File: config.mk
export PLATFORM = sky130hd
export DESIGN_NAME = iob_cache_axi_write_channel
export DESIGN_NICKNAME = d
export VERILOG_FILES = /design/src/rtl/iob_cache_axi_write_channel.sv
export SDC_FILE = /design/constraint.sdc
export NUM_CORES = 1
export LEC_CHECK = 0
export CAP_MARGIN = 20
export CELL_PAD_IN_SITES_DETAIL_PLACEMENT = 1
export CELL_PAD_IN_SITES_GLOBAL_PLACEMENT = 2
export CORE_UTILIZATION = 24
export CTS_CLUSTER_DIAMETER = 100
export CTS_CLUSTER_SIZE = 28
export DETAILED_ROUTE_END_ITERATION = 8
export PLACE_DENSITY = 0.83
export SLEW_MARGIN = 20
export SYNTH_ARGS = -nofsm -noshare
export SYNTH_HDL_FRONTEND = slang
export SYNTH_SLANG_ARGS = --single-unit
File: constraint.sdc
create_clock -name clk_i -period 3.3 [get_ports clk_i]
set_clock_uncertainty 0.2 [all_clocks]
set_input_delay 0.66 -clock clk_i [delete_from_list [all_inputs] [get_ports clk_i]]
set_output_delay 0.66 -clock clk_i [all_outputs]
set_load 0.005 [all_outputs]
File: src/rtl/iob_cache_axi_write_channel.sv
// AXI4 write master for the cache: single-word write-through or full-line write-back
// transactions, replayed from registered data whenever the slave returns an error response.
module iob_cache_axi_write_channel #(
  parameter int FE_ADDR_W     = 24,
  parameter int FE_DATA_W     = 32,
  parameter int BE_ADDR_W     = 24,
  parameter int BE_DATA_W     = 32,
  parameter int WORD_OFFSET_W = 3,
  parameter int WRITE_POL     = 0,
  parameter int AXI_ID_W      = 1,
  parameter int AXI_ID        = 0,
  parameter int AXI_LEN_W     = 8,
  localparam int FE_NBYTES_W  = $clog2(FE_DATA_W / 8),
  localparam int BE_NBYTES_W  = $clog2(BE_DATA_W / 8),
  localparam int LINE2BE_W    = WORD_OFFSET_W - $clog2(BE_DATA_W / FE_DATA_W),
  localparam int ADDR_W       = FE_ADDR_W - FE_NBYTES_W - WRITE_POL * WORD_OFFSET_W,
  localparam int WDATA_W      = (WRITE_POL == 1) ? (FE_DATA_W << WORD_OFFSET_W) : FE_DATA_W
) (
  input  logic                   clk_i,
  input  logic                   arst_n_i,
  input  logic                   cke_i,
  input  logic                   write_valid_i,
  input  logic [ADDR_W-1:0]      write_addr_i,
  input  logic [WDATA_W-1:0]     write_wdata_i,
  input  logic [FE_DATA_W/8-1:0] write_wstrb_i,
  output logic                   write_ready_o,
  output logic [AXI_ID_W-1:0]    axi_awid_o,
  output logic [BE_ADDR_W-1:0]   axi_awaddr_o,
  output logic [AXI_LEN_W-1:0]   axi_awlen_o,
  output logic [2:0]             axi_awsize_o,
  output logic [1:0]             axi_awburst_o,
  output logic [1:0]             axi_awlock_o,
  output logic [3:0]             axi_awcache_o,
  output logic [2:0]             axi_awprot_o,
  output logic [3:0]             axi_awqos_o,
  output logic                   axi_awvalid_o,
  input  logic                   axi_awready_i,
  output logic [BE_DATA_W-1:0]   axi_wdata_o,
  output logic [BE_DATA_W/8-1:0] axi_wstrb_o,
  output logic                   axi_wlast_o,
  output logic                   axi_wvalid_o,
  input  logic                   axi_wready_i,
  input  logic [AXI_ID_W-1:0]    axi_bid_i,
  input  logic [1:0]             axi_bresp_i,
  input  logic                   axi_bvalid_i,
  output logic                   axi_bready_o
);

  localparam int CNT_W     = (LINE2BE_W > 0) ? LINE2BE_W : 1;
  localparam int BEATS     = 1 << LINE2BE_W;
  localparam int BE_NBYTES = BE_DATA_W / 8;

  typedef enum logic [1:0] {IDLE, ADDR, DATA, RESP} state_t;

  state_t                 state_q, state_d;
  logic [CNT_W-1:0]       cnt_q, cnt_d;
  logic [ADDR_W-1:0]      addr_q, addr_d;
  logic [WDATA_W-1:0]     wdata_q, wdata_d;
  logic [FE_DATA_W/8-1:0] wstrb_q, wstrb_d;
  logic                   last_beat;
  logic [FE_ADDR_W-1:0]   byte_addr;
  logic                   unused_ok;

  // Word or line address back to a byte address (low bits zero).
  assign byte_addr = FE_ADDR_W'(addr_q) << (FE_NBYTES_W + WRITE_POL * WORD_OFFSET_W);

  assign axi_awaddr_o  = BE_ADDR_W'(byte_addr);
  assign axi_awid_o    = AXI_ID_W'(AXI_ID);
  assign axi_awburst_o = 2'b01;
  assign axi_awlock_o  = 2'b00;
  assign axi_awcache_o = 4'b0011;
  assign axi_awprot_o  = 3'b000;
  assign axi_awqos_o   = 4'b0000;
  assign axi_wlast_o   = last_beat;

  assign unused_ok = ^{axi_bid_i, axi_bresp_i[0], wstrb_q, addr_q, cnt_q};

  if (WRITE_POL == 0) begin : g_wt
    assign last_beat    = 1'b1;
    assign axi_awlen_o  = '0;
    assign axi_awsize_o = 3'(FE_NBYTES_W);
    assign axi_wdata_o  = {(BE_DATA_W / FE_DATA_W){wdata_q}};
    if (BE_NBYTES_W > FE_NBYTES_W) begin : g_lane
      logic [BE_NBYTES_W-FE_NBYTES_W-1:0] lane;
      assign lane        = addr_q[BE_NBYTES_W-FE_NBYTES_W-1:0];
      assign axi_wstrb_o = BE_NBYTES'(wstrb_q) << (lane * (FE_DATA_W / 8));
    end else begin : g_nolane
      assign axi_wstrb_o = BE_NBYTES'(wstrb_q);
    end
  end else begin : g_wb
    assign last_beat    = (cnt_q == CNT_W'(BEATS - 1));
    assign axi_awlen_o  = AXI_LEN_W'(BEATS - 1);
    assign axi_awsize_o = 3'(BE_NBYTES_W);
    assign axi_wstrb_o  = '1;
    if (LINE2BE_W == 0) begin : g_one
      assign axi_wdata_o = wdata_q[BE_DATA_W-1:0];
    end else begin : g_multi
      logic [BE_DATA_W-1:0] beat [BEATS];
      for (genvar k = 0; k < BEATS; k++) begin : g_beat
        assign beat[k] = wdata_q[k*BE_DATA_W +: BE_DATA_W];
      end
      assign axi_wdata_o = beat[cnt_q];
    end
  end

  always_comb begin
    state_d       = state_q;
    cnt_d         = cnt_q;
    addr_d        = addr_q;
    wdata_d       = wdata_q;
    wstrb_d       = wstrb_q;
    write_ready_o = 1'b0;
    axi_awvalid_o = 1'b0;
    axi_wvalid_o  = 1'b0;
    axi_bready_o  = 1'b0;
    case (state_q)
      IDLE: begin
        write_ready_o = 1'b1;
        if (write_valid_i) begin
          addr_d  = write_addr_i;
          wdata_d = write_wdata_i;
          wstrb_d = write_wstrb_i;
          cnt_d   = '0;
          state_d = ADDR;
        end
      end
      ADDR: begin
        axi_awvalid_o = 1'b1;
        if (axi_awready_i) state_d = DATA;
      end
      DATA: begin
        axi_wvalid_o = 1'b1;
        if (axi_wready_i) begin
          if (last_beat) begin
            cnt_d   = '0;
            state_d = RESP;
          end else begin
            cnt_d = cnt_q + 1'b1;
          end
        end
      end
      RESP: begin
        axi_bready_o = 1'b1;
        // Error responses replay the whole transaction from the held registers.
        if (axi_bvalid_i) state_d = axi_bresp_i[1] ? ADDR : IDLE;
      end
      default: state_d = IDLE;
    endcase
  end

  always_ff @(posedge clk_i or negedge arst_n_i) begin
    if (!arst_n_i) begin
      state_q <= IDLE;
      cnt_q   <= '0;
      addr_q  <= '0;
      wdata_q <= '0;
      wstrb_q <= '0;
    end else if (cke_i) begin
      state_q <= state_d;
      cnt_q   <= cnt_d;
      addr_q  <= addr_d;
      wdata_q <= wdata_d;
      wstrb_q <= wstrb_d;
    end
  end

endmodule

==> After elaboration in Yosys (flattened, before gate mapping) <==
Index checks and enable logic that the tools add are counted.
{ "classes": {"muxes": 10, "n_bitwise": 0, "reduce_logical": 3, "n_mul": 0, "eq_ne": 7, "n_shift": 0, "div": 0, "magnitude_cmp": 0, "add_sub_neg": 0} }
{ "ops": {"columns": ["operator", "count"], "rows": [
  ["2-bit 2-to-1 mux", 4],
  ["2-bit != test, second input constant", 4],
  ["2-bit one-hot mux with 4 select lines", 1],
  ["1-bit 2-to-1 mux", 5],
  ["5-bit AND reduction", 1],
  ["2-bit == test, second input constant", 2],
  ["3-bit AND reduction", 1],
  ["2-bit by 1-bit == test with 1-bit output, second input constant", 1],
  ["2-bit zero test", 1]
]} }
{ "totals": {"latchBits": 0, "out_inout_bits": 92, "mem_bits_rw": 0, "register_bits": 60, "input_bits": 68, "mem_bits_ro": 0, "mem_count": 0, "elab_cells": 24} }

==> Longest topological paths before layout <==
Gate-level depths: netlist of run 1.
{ "depth": {"ltp_word": 3, "ltp_mapped": 6, "depth_no_buf": 5} }

==> Least setup slack after synthesis of run 1 <==
Ideal clock, no wire load.
{ "synth_timing": {"path_kind": "input to register", "from": "in axi_bvalid_i", "to": "reg state_q[1]", "stages": 4, "t_required_ps": 2975, "setup_slack_ps": 1514, "n_path_buf": 0, "setup_ps": 125, "arrival_time_ps": 1461, "path_cell_list": "inv_1 -> a222oi_1 -> nand3_1 -> mux2_4"} }
{ "synth_via": {"elab_chain_len": 2} }
{ "synth_rtl": {"columns": ["item", "line", "text"], "rows": [
  ["from (decl)", "45", "input logic axi_bvalid_i,"],
  ["2-bit != test (no line)", null, null],
  ["5-bit AND reduction (no line)", null, null],
  ["to (signal assigned)", "159", "state_q <= state_d;"],
  ["to (decl)", "55", "state_t state_q, state_d;"]
]} }
No other way between the ends.
A chain may end at the register's enable or synchronous reset.

==> Worst setup path in the final report of run 1 <==
{ "layout_timing": {"from": "reg state_q[0]", "to": "out write_ready_o"} }
{ "layout_via": {"elab_chain_len": 2} }
{ "layout_rtl": {"columns": ["item", "line", "text"], "rows": [
  ["2-bit zero test", null, null],
  ["1-bit 2-to-1 mux", "116", "case (state_q)"],
  ["to (decl)", "26", "output logic write_ready_o,"]
]} }
No other way between the ends.

==> results of run 1 <==
## synthesized netlist by cell type
library cell   n
mux2_4         1
buf_6          2
conb_1         2
mux2_2        57
ha_1           4
mux2i_1        1
a211oi_1       1
a222oi_1       1
and3_1         1
buf_2          3
buf_4         31
dfrtp_1       60
nand2b_1       1
inv_1          5
nand3_1        2
mux2_1         1
## kinds of logic (layout without fill, tap and decap cells)
| logic type | count (synthesis) | count (layout) | share of synthesized area (%) |
|---|---|---|---|
| adders and majority gates | 4 | 4 | 1.95 |
| other | 2 | 30 | 0.293 |
| AOI/OAI and AO/OA | 2 | 2 | 0.683 |
| buffers and inverters | 41 | 152 | 11.3 |
| DFF | 60 | 60 | 58.5 |
| muxes | 60 | 60 | 26.4 |
| and+or+nand+nor | 4 | 4 | 0.878 |
## stage by stage
| stage | power, mW | hold WS (ps) | utilization (%) | setup slack [ps] | instance area, µm² |
|---|---|---|---|---|---|
| finish | 3.46 | 48.8 | 39.7 | 767 | 4090 |
| global placement | 2.75 | 275 | 37.5 | 967 | 3870 |
| global route | 3.71 | 43.7 | 39.7 | 676 | 4090 |
| floorplan | 1.85 | 164 | - | 1510 | 2670 |
| CTS | 3.54 | 43.5 | 39.7 | 734 | 4090 |
| detailed placement | 2.80 | 287 | 37.5 | 953 | 3870 |
## critical path: cells and delay by family, from the launching register on
kind                     cells  cell delay (ps)
flip-flops                   1              410
buffers and inverters        2              680
adder cells (fa/ha/maj)      1              260
## registers in the layout, summed over array words and instances (netlist names)
register	count
axi_wdata_o	32
addr_q	22
axi_wstrb_o	4
state_q	2
## per-layer routing
layer,global-route usage [%],vias up
li1,-,791
met1,12.8,848
met2,16.5,106
met3,5.26,7
met4,5.43,0
met5,0,-
## worst min-delay path by stage
stage / cells past startpoint / start / slack, ps / to
after floorplan: 0 / arst_n_i / 160 / addr_q[0]
after global placement: 1 / addr_q[9] / 280 / addr_q[9]
after detailed placement: 1 / addr_q[9] / 290 / addr_q[9]
after CTS: 1 / arst_n_i / 40 / addr_q[3]
after global routing: 1 / arst_n_i / 40 / addr_q[8]
final: 1 / arst_n_i / 50 / axi_wdata_o[14]
## area by class of cell
type	count	area [µm²]	share of cell area, %
Inverter	5	18.8	0.458
Timing Repair Buffer	131	1300	31.7
Clock inverter	3	42.5	1.04
Sequential cell	60	1500	36.7
Clock buffer	13	179	4.37
Multi-Input combinational cell	100	886	21.6
Tap cell	136	170	4.16
## power by group through the flow
stage | combinational [mW] | sequential [mW] | clock [mW]
floorplan | 0.524 | 1.33 | 0
global placement | 1.47 | 1.29 | 0
finish | 1.46 | 1.29 | 0.708
detailed placement | 1.49 | 1.31 | 0
CTS | 1.50 | 1.30 | 0.740
global route | 1.59 | 1.35 | 0.775
==> flow_metrics.tcl, run 1 <==
set metrics [dict create \
    rsz0062_at_grt "false" \
    maxSlewViolCount 0 \
    cts_sinks 60 \
    setup_tns_ps 0 \
    ys_seq_area_share_pct 58.5 \
    startpoint "state_q[0]" \
    final-setup-viol-count 0 \
    syn2layout_area_growth_pct 59.5 \
    io_pins 160 \
    dr.first_iter.drc_count 28 \
    via_count 1752 \
    final_common_cell "clkdlybuf4s50_1" \
    cts_resized 0 \
    endpoint "write_ready_o" \
    htreeDepth 3 \
    nets 379 \
    leakage_nw 1.78 \
    outcome "finished, final reports clean" \
    crit_slowest_cell "clkdlybuf4s50_1" \
    rows 37 \
    cts_hold_buffers 0 \
    postRouteAntennaNets 0 \
    dp_hpwl_um 4330 \
    met2RoutedLength_um 2590 \
    portBuffers 127 \
    hold_violations 0 \
    grt_antenna_before_repair 0 \
    required_ps 2440 \
    cp.arrival_ps 1670 \
    dpl.cell_count 432 \
    min_period_ps 2530 \
    reg2reg_from "state_q[0]" \
    power.density_nw_per_um2 846 \
    netlist_area_um2 2570 \
    postCtsSetupBuffers 0 \
    crit_path_cell_trace "inv_1, ha_1, clkdlybuf4s50_1" \
    avgSynthCellArea_um2 14.8 \
    wl_met3_um 684 \
    mostFrequentLayoutCells "clkdlybuf4s50_1 (126), dfrtp_1 (60), mux2_2 (57)" \
    clk_latency_ps 330 \
    coreArea_um2 10300 \
    dieArea_um2 11100 \
    critical-path-max-stage-delay_ps 540 \
    numCtsBuffers 9 \
    swShare_pct 25.3 \
    ys_ff_latch 60 \
    wl_met1_um 2300 \
    power.share.sequential_pct 37.4 \
    nFillCells 1121 \
    endpoint_kind "output pin" \
    die_x_um 105 \
    diodes 0 \
    start_util_pct 24.9 \
    wirelength_um 5660 \
    grt_overflow 0 \
    path_clk_slew_ps 70 \
    finalNonFillerCells 448 \
    yosysWarnings 0 \
    worst_setup_path_start_kind "flip-flop" \
    drive_gt1_share_pct 25.6 \
    yosys-top-cells-area "dfrtp_1 (59%), mux2_2 (25%), buf_4 (9.1%)" \
    path_max_fanout 4 \
    ir_worst_vdd_v 0.000286 \
    r2r_setup_slack_ps 1310 \
    cap_violations 0 \
    grt_pass1_vias 1914 \
    grtUsageTotal_pct 10.9 \
    dieHeight_um 105 \
    grt_pass1_wl_um 9260 \
    routed.top_layer "met4" \
    drt-vias-per-instance 3.91 \
    cts_tree "built" \
    period_share_pct 76.8 \
    synth.distinct_cells 16 \
    hold_path_class "primary input to asynchronous set/reset pin" \
    synth_top_cell_by_area "dfrtp_1" \
    synth_top_cell_area_share_pct 58.5 \
    wl_per_cell_um 12.6 \
    syn_inst 173 \
    routabilityCongestion 0.663 \
    grt_start_max_net_pins 36 \
    clockBufferDepth 2 \
    root_buffer "clkbuf_8" \
    critPathKind "flip-flop to output pin" \
    firstDrtPassIters 4 \
    power.internal_mw 2.59 \
    clkPwrFrac_pct 20.4 \
    drc_errors 0 \
    p_comb_share_pct 42.2 \
    r2r_end "axi_wdata_o[24]" \
    fmax_mhz 395 \
    power_switching_mw 0.877 \
    r2r_cells 5 \
]
(Power assumes the default switching activity.)
==> run 2: changes to the inputs <==
--- a/config.mk
+++ b/config.mk
@@ -8,11 +8,11 @@
 export CAP_MARGIN = 20
 export CELL_PAD_IN_SITES_DETAIL_PLACEMENT = 1
 export CELL_PAD_IN_SITES_GLOBAL_PLACEMENT = 2
-export CORE_UTILIZATION = 24
+export CORE_UTILIZATION = 20
 export CTS_CLUSTER_DIAMETER = 100
 export CTS_CLUSTER_SIZE = 28
 export DETAILED_ROUTE_END_ITERATION = 8
-export PLACE_DENSITY = 0.83
+export PLACE_DENSITY = 0.73
 export SLEW_MARGIN = 20
 export SYNTH_ARGS = -nofsm -noshare
 export SYNTH_HDL_FRONTEND = slang
==> constraint.sdc (replaced) <==
create_clock -name clk_i -period 2.1 [get_ports clk_i]
set_clock_uncertainty 0.2 [all_clocks]
set_input_delay 0.42 -clock clk_i [delete_from_list [all_inputs] [get_ports clk_i]]
set_output_delay 0.42 -clock clk_i [all_outputs]
set_load 0.005 [all_outputs]
==> run 2 against run 1 <==
  * Cell area rose by 7.6%
  * Combinational power rose by 69%
  * Clock-buffer cell count fell by 3
  * Register-to-register slack got worse by 1100 ps
  * Hold slack improved by 250 ps
  * Setup slack got worse by 660 ps
  * Highest routed layer unchanged
==> flow_metrics.tcl, run 2 (synthesis gave the netlist of run 1 again) <==
set metrics [dict create \
    firstDrtPassIters 4 \
    dp_hpwl_um 4360 \
    rsz0062_at_grt "false" \
    start_util_pct 20.4 \
    rows 41 \
    grt_overflow 0 \
    stdcell_area_um2 4410 \
    root_buffer "clkbuf_16" \
    portBuffers 127 \
    postPlaceCellArea_um2 3980 \
    nets 387 \
    grt_start_max_net_pins 61 \
    dpl.cell_count 469 \
    cts_sinks 60 \
    routabilityCongestion 0.635 \
    final_common_cell "clkdlybuf4s50_1" \
    drc_errors 0 \
    place_ws_ps 1.51 \
    cts_tree "built" \
    cp.arrival_ps 1370 \
    cap_violations 0 \
    htreeDepth 3 \
    postRouteAntennaNets 0 \
    grt_antenna_before_repair 0 \
    fmax_mhz 503 \
    worst_slack_ps 111 \
    numCtsBuffers 9 \
    outcome "finished, final reports clean" \
    path_max_fanout 3 \
    wl_per_cell_um 12.5 \
    grt_pass1_vias 1823 \
    hold_path_class "flip-flop to flip-flop" \
    final-setup-viol-count 0 \
    fin_util_pct 35.1 \
    finalNonFillerCells 491 \
    dieArea_um2 13300 \
    largest_reg_flops 32 \
    clockBufferDepth 2 \
    io_pins 160 \
    critPathKind "flip-flop to output pin" \
    maxSlewViolCount 0 \
    drt-vias-per-instance 3.63 \
    coreArea_um2 12600 \
    hold_ws_ps 299 \
    endpoint_kind "output pin" \
    worst_setup_path_start_kind "flip-flop" \
    dr.first_iter.drc_count 32 \
    hold_violations 0 \
    syn2layout_area_growth_pct 71.7 \
    drive_gt1_share_pct 28.5 \
    wirelength_um 6150 \
    finalPower_mw 6.26 \
    grt_pass1_wl_um 9180 \
    power.density_nw_per_um2 1420 \
    period_share_pct 94.7 \
    leakage_nw 1.93 \
    ir_worst_vdd_v 0.000731 \
    grtUsageTotal_pct 9.46 \
    die_x_um 115 \
    setup_tns_ps 0 \
    min_period_ps 1990 \
    required_ps 1480 \
    via_count 1783 \
    path_clk_slew_ps 50 \
    mostFrequentLayoutCells "clkdlybuf4s50_1 (122), dfrtp_1 (59), mux2_2 (57)" \
    clk_latency_ps 330 \
    dieHeight_um 115 \
    diodes 0 \
]
[run 2: cell types whose count changed in the layout (fill, tap and decap cells not counted), moves of 2 or more]
cell,delta
clkbuf_8,-13
clkbuf_16,+9
buf_12,+4
clkdlybuf4s50_1,-4
buf_4,+3
bufinv_16,+3
ha_1,-3
dlygate4sd2_1,+2
dlymetal6s2s_1,+2
ha_2,+2
inv_1,-2
inv_2,+2
[run 2: repair_timing]
| item | in CTS | in global routing |
|---|---|---|
| hold buffers | 1 | 0 |
| setup buffers | 3 | 3 |
| hold endpoints to repair | 60 | 0 |
| endpoints found under the setup margin | 4 | 2 |
| gates resized for setup | 8 | 3 |
| pin swaps | 0 | 2 |
[run 2: routing by layer]
metal  vias to the layer above  wire, µm  GRT usage [%]
met5                         -         0              0
met4                         0        55           3.38
met3                         4       730           6.33
met2                       110      2970           15.7
met1                       861      2390           9.48
li1                        808         -              -
[run 2: worst paths after layout]
| kind | slack, ps | end | cells past startpoint | startpoint |
|---|---|---|---|---|
| setup reg to reg | 190 | state_q[1] | 6 | state_q[0] |
| setup / recovery | 110 | axi_wvalid_o | 4 | state_q[0] |
| max in group asynchronous | 990 | state_q[1] | 3 | arst_n_i |
| hold reg to reg | 300 | axi_wdata_o[28] | 1 | axi_wdata_o[28] |
| min in group asynchronous | 440 | addr_q[3] | 3 | arst_n_i |
| hold / removal | 300 | axi_wdata_o[28] | 1 | axi_wdata_o[28] |
[run 2: final cells by class]
cell class / instances / area, µm²
multi-input cells: 100 / 903
clock buffers: 10 / 229
repair buffers: 139 / 1410
flip-flops and latches: 60 / 1500
clock inverters: 5 / 125
well taps: 172 / 215
fillers: 1362 / 8160
inverters: 5 / 18.8
[run 2: report_power, final]
part	internal [mW]	switching, mW	total [mW]	leakage [nW]
Clock	1.27	0.491	1.76	0.173
Combinational	1.75	0.719	2.47	1.04
Sequential	1.75	0.285	2.03	0.716
[run 2: critical path, stage by stage (launching register included)]
cell           delay (ps)
dfrtp_1               390
inv_2                  80
buf_4                 140
ha_2                  180
dlygate4sd2_1         260
==> run 3: changes to the inputs <==
--- a/config.mk
+++ b/config.mk
@@ -13,6 +13,7 @@
 export CTS_CLUSTER_SIZE = 28
 export DETAILED_ROUTE_END_ITERATION = 8
 export PLACE_DENSITY = 0.73
+export REMOVE_ABC_BUFFERS = 1
 export SLEW_MARGIN = 20
 export SYNTH_ARGS = -nofsm -noshare
 export SYNTH_HDL_FRONTEND = slang
==> run 3 against run 2 <==
  * Routed wire length is 0.47% higher
  * Register-to-register slack worse by 90 ps
  * Sequential power hardly changed
  * Largest cell class unchanged
  * Sequential cell count stayed put
  * Utilization is 0.48 points lower
  * Power is 2.8% lower
  * Combinational power is 2% lower
  * Critical path type unchanged
  * Sequential share of layout area is 0.44 points higher
  * Via count is 0.50% higher
==> flow_metrics.tcl, run 3 (synthesis gave the netlist of run 1 again) <==
set metrics [dict create \
    outcome "finished, final reports clean" \
    path_clk_slew_ps 50 \
    regArea_um2 1500 \
    hold_path_class "flip-flop to flip-flop" \
    multi_input_area_um2 903 \
    grt_pass1_wl_um 9470 \
    reg2reg_from "state_q[1]" \
    nFillCells 1375 \
    grt_start_max_net_pins 61 \
    power.density_nw_per_um2 1400 \
    min_period_ps 2040 \
    largest_reg_flops 32 \
    postRouteAntennaNets 0 \
    numCtsBuffers 9 \
    wirelength_um 6170 \
    firstDrtPassIters 4 \
    diodes 0 \
    ir_worst_vdd_v 0.000758 \
    drc_errors 0 \
    final_common_cell "clkdlybuf4s50_1" \
    min_to "axi_wdata_o[25]" \
    htreeDepth 3 \
    r2r_cells 6 \
    mostFrequentLayoutCells "clkdlybuf4s50_1 (122), dfrtp_1 (60), mux2_2 (57)" \
    r2r_end "state_q[1]" \
    r2r_setup_slack_ps 100 \
    rows 41 \
    coreArea_um2 12600 \
    drt-vias-per-instance 3.67 \
    dieArea_um2 13300 \
    final-setup-viol-count 0 \
    holdPathStages 1 \
    via_count 1792 \
    grt_antenna_before_repair 0 \
    min_from "axi_wdata_o[25]" \
    nets 383 \
    period_share_pct 97.2 \
    clockBufferDepth 2 \
    grtUsageTotal_pct 9.68 \
    dp_hpwl_um 4450 \
    worst_setup_path_start_kind "flip-flop" \
    clk_latency_ps 320 \
    start_util_pct 20.4 \
    root_buffer "clkbuf_16" \
    die_x_um 115 \
    routabilityCongestion 0.626 \
    dr.first_iter.drc_count 18 \
    fmax_mhz 490 \
    cap_violations 0 \
    syn2layout_area_growth_pct 69.3 \
    wl_per_cell_um 12.7 \
    postPlaceCellArea_um2 3950 \
    critPathKind "flip-flop to output pin" \
    cts_tree "built" \
    finalPower_mw 6.08 \
    path_max_fanout 3 \
    required_ps 1480 \
    maxSlewViolCount 0 \
    cts_sinks 60 \
    grt_pass1_vias 1887 \
    grt_overflow 0 \
    leakage_nw 1.89 \
    drive_gt1_share_pct 27.8 \
    portBuffers 127 \
    stdcell_area_um2 4350 \
    cp.arrival_ps 1420 \
    hold_violations 0 \
    dieHeight_um 115 \
    io_pins 160 \
    endpoint_kind "output pin" \
]
[run 3: changes by cell type in the layout (fill, tap and decap cells not counted)]
cell             before  now
buf_12                4    3
clkdlybuf4s15_1       0    1
dlygate4sd2_1         2    1
clkinvlp_4            0    2
buf_4                 7    4
clkbuf_8              0    2
clkinv_2              1    0
bufinv_16             4    2
dfrtp_1              59   60
clkinv_4              0    1
clkbuf_1              1    0
dfrtp_2               1    0
[run 3: routing by layer]
layer  track usage, %  vias to the layer above  part of all wire [%]
li1                 -                      801                     -
met1             9.41                      888                    38
met2             17.4                       94                    51
met3             4.74                        9                   9.7
met4             4.16                        0                   1.6
met5                0                        -                     0
[run 3: layout make-up]
class / count / share of cell area [%]
Sequential cell: 60 / 34.6
Timing Repair Buffer: 135 / 31.5
Multi-Input combinational cell: 100 / 20.8
Clock buffer: 11 / 5.82
Tap cell: 172 / 4.95
Clock inverter: 5 / 1.93
Inverter: 5 / 0.432
[run 3: stage by stage]
step                worst slack [ps]  instances  TNS (ps)  util (%)  hold slack (ps)
floorplan                      -1070        165    -59120         -            -75.6
global placement                9.69        467         0      31.4              264
detailed placement              2.46        467         0      31.4              266
CTS                            -50.0        486     -54.2      34.4              306
global route                   -6.92        488     -6.92      34.6              319
finish                          59.5        488         0      34.6              300
[run 3: power by group]
group,internal (mW),switching (mW),total (mW)
Combinational,1.71,0.707,2.42
Sequential,1.75,0.289,2.04
Clock,1.10,0.524,1.63
Total,4.57,1.52,6.08
[run 3: what timing repair did]
item                                    4_1_cts  5_1_grt
hold endpoints to repair                     60        0
pin swaps                                     0        0
endpoints found under the setup margin        4        2
buffers inserted                              2        2
hold buffers                                  1        0
gates resized for setup                       6        5
[run 3: worst max-delay path by stage]
stage | from | end | slack, ps | depth (start not counted)
after floorplan | state_q[0] | addr_q[9] | -1070 | 4
after global placement | axi_bvalid_i | state_q[1] | 10 | 5
after detailed placement | axi_bvalid_i | state_q[1] | 2 | 5
after CTS | state_q[1] | axi_awvalid_o | -50 | 3
after global routing | state_q[1] | axi_wvalid_o | -7 | 4
final | state_q[1] | axi_wvalid_o | 60 | 4
[run 3: worst max-delay path, cell delays in order, from the launching register on]
cell	delay, ps
dfrtp_1	420
buf_4	160
buf_4	130
ha_1	180
clkdlybuf4s15_1	210
